## src/rtl/add_slice.sv

```systemverilog
// rtl/add_slice.sv - C-bit combinational adder slice with carry-in, carry-out and MSB carry-in
module add_slice #(
  parameter int W = 4
) (
  input  logic [W-1:0] i_a,
  input  logic [W-1:0] i_b,
  input  logic         i_cin,
  output logic [W-1:0] o_sum,
  output logic         o_cout,
  output logic         o_msb_cin
);

  logic [W:0] w_full;

  assign w_full    = {1'b0, i_a} + {1'b0, i_b} + {{W{1'b0}}, i_cin};
  assign o_sum     = w_full[W-1:0];
  assign o_cout    = w_full[W];
  // The carry that entered the top bit is recovered from that bit's sum and operands.
  assign o_msb_cin = i_a[W-1] ^ i_b[W-1] ^ w_full[W-1];

endmodule

```

## src/rtl/pipe_adder.sv

```systemverilog
// rtl/pipe_adder.sv - carry-chain pipelined adder/subtractor with valid/ready handshakes
module pipe_adder #(
  parameter int WIDTH  = 16,
  parameter int STAGES = 4
) (
  input  logic             clk,
  input  logic             rst,
  input  logic [WIDTH-1:0] a,
  input  logic [WIDTH-1:0] b,
  input  logic             sub,
  input  logic             cin,
  input  logic             in_valid,
  output logic             in_ready,
  output logic [WIDTH-1:0] sum,
  output logic             carry,
  output logic             ovf,
  output logic             out_valid,
  input  logic             out_ready
);

  localparam int C = WIDTH / STAGES;

  logic             w_en;
  logic [WIDTH-1:0] w_b_eff;
  logic             w_cin_eff;

  logic [WIDTH-1:0] w_last_sum;
  logic             w_last_cout;
  logic             w_last_msb_cin;
  logic             w_last_vld;

  logic             r_out_valid;
  logic [WIDTH-1:0] r_sum;
  logic             r_carry;
  logic             r_ovf;

  // One enable moves the whole pipe; it stalls only when a result is waiting unconsumed.
  assign w_en      = !r_out_valid | out_ready;
  assign in_ready  = w_en;
  assign w_b_eff   = sub ? ~b : b;
  assign w_cin_eff = sub | cin;

  // Stage k adds chunk k. Stages after the first hold the operand bits not yet added
  // (skew) and the finished low sum chunks (deskew), so every chunk leaves together.
  genvar k;
  generate
    for (k = 0; k < STAGES; k++) begin : g_stage
      localparam int LO  = k * C;
      localparam int REM = WIDTH - LO;

      logic [REM-1:0]  w_op_a;
      logic [REM-1:0]  w_op_b;
      logic            w_ci;
      logic            w_vld;
      logic [LO+C-1:0] w_sum_acc;
      logic [C-1:0]    w_chunk;
      logic            w_cout;
      logic            w_msb_cin;

      add_slice #(.W(C)) u_slice (
        .i_a       (w_op_a[C-1:0]),
        .i_b       (w_op_b[C-1:0]),
        .i_cin     (w_ci),
        .o_sum     (w_chunk),
        .o_cout    (w_cout),
        .o_msb_cin (w_msb_cin)
      );

      if (k == 0) begin : g_head
        assign w_op_a    = a;
        assign w_op_b    = w_b_eff;
        assign w_ci      = w_cin_eff;
        assign w_vld     = in_valid;
        assign w_sum_acc = w_chunk;
      end else begin : g_body
        logic [REM-1:0] r_a;
        logic [REM-1:0] r_b;
        logic [LO-1:0]  r_s;
        logic           r_ci;
        logic           r_vld;

        // Capture the previous stage's remaining operands, finished chunks and chunk carry.
        always_ff @(posedge clk or posedge rst) begin
          if (rst) begin
            r_a   <= '0;
            r_b   <= '0;
            r_s   <= '0;
            r_ci  <= 1'b0;
            r_vld <= 1'b0;
          end else if (w_en) begin
            r_a   <= g_stage[k-1].w_op_a[REM+C-1:C];
            r_b   <= g_stage[k-1].w_op_b[REM+C-1:C];
            r_s   <= g_stage[k-1].w_sum_acc;
            r_ci  <= g_stage[k-1].w_cout;
            r_vld <= g_stage[k-1].w_vld;
          end
        end

        assign w_op_a    = r_a;
        assign w_op_b    = r_b;
        assign w_ci      = r_ci;
        assign w_vld     = r_vld;
        assign w_sum_acc = {w_chunk, r_s};
      end

      if (k == STAGES - 1) begin : g_tail
        assign w_last_sum     = w_sum_acc;
        assign w_last_cout    = w_cout;
        assign w_last_msb_cin = w_msb_cin;
        assign w_last_vld     = w_vld;
      end else begin : g_mid
        logic w_unused_msb_cin;
        assign w_unused_msb_cin = w_msb_cin;
      end
    end
  endgenerate

  // Output rank: holds the finished result steady while the consumer stalls.
  always_ff @(posedge clk or posedge rst) begin
    if (rst) begin
      r_out_valid <= 1'b0;
      r_sum       <= '0;
      r_carry     <= 1'b0;
      r_ovf       <= 1'b0;
    end else if (w_en) begin
      r_out_valid <= w_last_vld;
      r_sum       <= w_last_sum;
      r_carry     <= w_last_cout;
      r_ovf       <= w_last_msb_cin ^ w_last_cout;
    end
  end

  assign out_valid = r_out_valid;
  assign sum       = r_sum;
  assign carry     = r_carry;
  assign ovf       = r_ovf;

endmodule

```

## config.mk

```make
export PLATFORM = sky130hd
export DESIGN_NAME = pipe_adder
export DESIGN_NICKNAME = d
export VERILOG_FILES = /design/src/rtl/add_slice.sv /design/src/rtl/pipe_adder.sv
export SDC_FILE = /design/constraint.sdc
export NUM_CORES = 1
export LEC_CHECK = 0
export ABC_CLOCK_PERIOD_IN_PS = 4000
export CAP_MARGIN = 40
export CORE_ASPECT_RATIO = 1.75
export CORE_MARGIN = 3
export CORE_UTILIZATION = 30
export DETAILED_ROUTE_END_ITERATION = 16
export GPL_ROUTABILITY_DRIVEN = 0
export GPL_TIMING_DRIVEN = 0
export PLACE_DENSITY = 0.55
export SLEW_MARGIN = 0
export SYNTH_ARGS = -nofsm -noshare
export SYNTH_HDL_FRONTEND = slang
export SYNTH_SLANG_ARGS = --single-unit
```

## constraint.sdc

```tcl
create_clock -name clk -period 4 [get_ports clk]
set_input_delay 0.8 -clock clk [delete_from_list [all_inputs] [get_ports clk]]
set_output_delay 0.8 -clock clk [all_outputs]
set_load 0.02 [all_outputs]
```

==> flow_metrics.tcl <==
set metrics [dict create \
    gr-total-overflow 0 \
    fillers 1496 \
    drc 0 \
    clock_latency_ns 0.34 \
    rsz0062_at_grt "no" \
    cts_buffers 9 \
    final_nets 583 \
    r2r-start "g_stage[3].g_body.r_a[0]$_DFFE_PP0P_" \
    ir_worst_vdd_uv 233 \
    cts_tree "done" \
    drtIter0Drc 121 \
    synth_cells 457 \
    root_buffer "clkbuf_16" \
    finalSetupViolCount 0 \
    r2r_end "ovf$_DFFE_PP0P_" \
    min_period_ns 3.18 \
    die_h_um 165 \
    ys_warn_count 0 \
    drv_slew 0 \
    relSlewSlack 0.518 \
    grt_usage 0.127 \
    grt_pass1_wl_um 15400 \
    area_growth_pct 25.6 \
    path_class "input pin to output pin" \
    post_cts_buffers 0 \
    crit_arrival_ns 2.38 \
    max_freq_mhz 315 \
    layout-drive-gt1-share 0.0851 \
    start_util 0.308 \
    drtPass1Iterations 4 \
    reg2reg_slack_ns 2.02 \
    antenna_left 0 \
    clk_pin_slew_ns 0.07 \
    tightest_slew_ns 0.724 \
    htree_levels 3 \
    period_share 0.794 \
    leakage_uw 0.00267 \
    diodes 0 \
    hold_violations 0 \
    postRouteWirelength_um 9200 \
    cts_max_path_buffers 2 \
    async_flop_share 1.00 \
    num_rows 57 \
    fin_skew_ns 0.00608 \
    drv_cap 0 \
    core_um2 14000 \
    synth_ff_type "dfrtp_1" \
    setup.worst_path.end "in_ready" \
    grt_pass1_vias 3123 \
    hold_buffers 0 \
    rr_worst_depth 6 \
    timing.hold.ws_ns 0.463 \
    cellPowerDensity_nw_per_um2 755 \
    clock-sinks 97 \
    synth_area_um2 4310 \
    antenna_found_initial 0 \
    yosysSeqAreaShare 0.563 \
    holdCritPathClass "flip-flop to flip-flop" \
    yosysUniqueCellTypes 22 \
    routedWlPerCell_um 13.0 \
    finalSetupTns_ns 0 \
    status "complete, no violations" \
    start_kind "input pin" \
    die-area_um2 15900 \
    ioPinCount 58 \
    numPortBuffers 56 \
    synth_seq_cells 97 \
    synth.avg_cell_area_um2 9.43 \
    synth_edf_count 0 \
    crit_start "out_ready" \
    syn_nets 515 \
    fp.dieW_um 96.6 \
    vias 3042 \
    grt_max_degree 59 \
    end_kind "output pin" \
    worstPathMaxFanout 10 \
    dp_hpwl_um 7120 \
    required_ns 3.20 \
    viasPerCell 4.31 \
    ctsResizeCount 0 \
]
[report_power, final]
part           total [µW]  leakage, µW  internal [µW]  switching [µW]
combinational        1550      0.00136            695             857
sequential           1670      0.00117           1420             247
clock                 864     0.000148            513             351
total                4080      0.00267           2630            1450
[cells by family after synthesis]
kind of cell / synth area share
xor gates and xnor gates: 0.0467
adders and majority gates: 0.0720
and+or+nand+nor: 0.210
buffers and inverters: 0.0491
AOI/OAI and AO/OA: 0.0589
DFF: 0.563
[metrics by stage]
stage	util	instance area, µm²	worst slack [ns]	power (µW)	std cells
after global placement	0.364	5090	-0.831	3230	690
after global routing	0.387	5410	0.769	4430	706
final	0.387	5410	0.823	4080	706
after floorplan	-	4310	0.666	2700	457
after CTS	0.387	5410	0.797	4160	706
after detailed placement	0.366	5110	0.797	3280	691
[critical path, cell delays in order]
cell and delay, ns:
clkdlybuf4s50_1 0.51, nor2b_4 0.06, inv_2 0.06, buf_6 0.14, buf_6 0.17, clkdlybuf4s50_1 0.62
[worst min path at each step]
stage          depth (start not counted)                            startpoint  slack [ns]                                   end
2_1_floorplan                          2   g_stage[3].g_body.r_vld$_DFFE_PP0P_        0.43   g_stage[3].g_body.r_vld$_DFFE_PP0P_
3_3_place_gp                           2   g_stage[3].g_body.r_vld$_DFFE_PP0P_        0.44   g_stage[3].g_body.r_vld$_DFFE_PP0P_
3_5_place_dp                           2  g_stage[2].g_body.r_b[6]$_DFFE_PP0P_        0.45  g_stage[3].g_body.r_b[2]$_DFFE_PP0P_
4_1_cts                                2  g_stage[2].g_body.r_b[6]$_DFFE_PP0P_        0.46  g_stage[3].g_body.r_b[2]$_DFFE_PP0P_
5_1_grt                                2  g_stage[2].g_body.r_b[5]$_DFFE_PP0P_        0.49  g_stage[2].g_body.r_b[5]$_DFFE_PP0P_
6_report                               2  g_stage[2].g_body.r_b[6]$_DFFE_PP0P_        0.46  g_stage[3].g_body.r_b[2]$_DFFE_PP0P_
[state kept, by name (all words and copies together), names as in the netlist]
signal                flops
g_stage.g_body.r_a       24
g_stage.g_body.r_vld      3
g_stage.g_body.r_s       24
carry                     1
g_stage.g_body.r_b       24
out_valid                 1
g_stage.g_body.r_ci       3
sum                      16
ovf                       1
[cells in the final DEF, fill, tap and decap left out]
cell type and count:
nand2b_1 1, buf_2 10, inv_4 1, a21oi_2 2, dfrtp_1 97, nor2b_1 3, xor2_1 10, inv_1 11
nand2_1 217, clkbuf_16 9, nor2b_4 1, buf_4 9, clkdlybuf4s50_1 56, clkbuf_8 2, fa_1 8, buf_12 1
inv_2 1, o21ai_1 4, a21oi_1 12, clkbuf_1 1, buf_6 4, or2_2 1, nor2_1 12, o21ai_2 1
a21o_1 5, clkinv_2 2, ha_1 12, o21ai_0 22, xnor2_1 13, bufinv_16 1
[final cells by class]
class,count,area (µm²),share of cell area
Clock buffer,12,256,0.0474
Tap cell,177,221,0.0409
Buffer,23,163,0.0301
Clock inverter,3,40.0,0.00740
Inverter,13,51.3,0.00948
Sequential cell,97,2430,0.449
Multi-Input combinational cell,324,1670,0.309
Timing Repair Buffer,57,581,0.107
[synthesized netlist by cell type (3+ instances only)]
| cell | number | area [µm²] |
|---|---|---|
| nand2_1 | 217 | 815 |
| dfrtp_1 | 97 | 2430 |
| o21ai_0 | 22 | 110 |
| xnor2_1 | 13 | 114 |
| a21oi_1 | 12 | 60.1 |
| ha_1 | 12 | 150 |
| inv_1 | 12 | 45.0 |
| nor2_1 | 12 | 45.0 |
| buf_2 | 10 | 50.1 |
| xor2_1 | 10 | 87.6 |
| buf_4 | 9 | 67.6 |
| fa_1 | 8 | 160 |
| a21o_1 | 5 | 37.5 |
| buf_6 | 4 | 45.0 |
| o21ai_1 | 4 | 20.0 |
| nor2b_1 | 3 | 18.8 |
[routing by layer]
| layer | global-route usage | wire length, µm | share of wire | vias to the layer above |
|---|---|---|---|---|
| met1 | 0.146 | 3770 | 0.41 | 1439 |
| met2 | 0.228 | 5000 | 0.54 | 46 |
| li1 | - | - | - | 1547 |
| met3 | 0.0242 | 262 | 0.028 | 10 |
| met5 | 0 | 0 | 0 | - |
| met4 | 0.0498 | 165 | 0.018 | 0 |
Note: power is estimated with default switching activity, not from simulation.
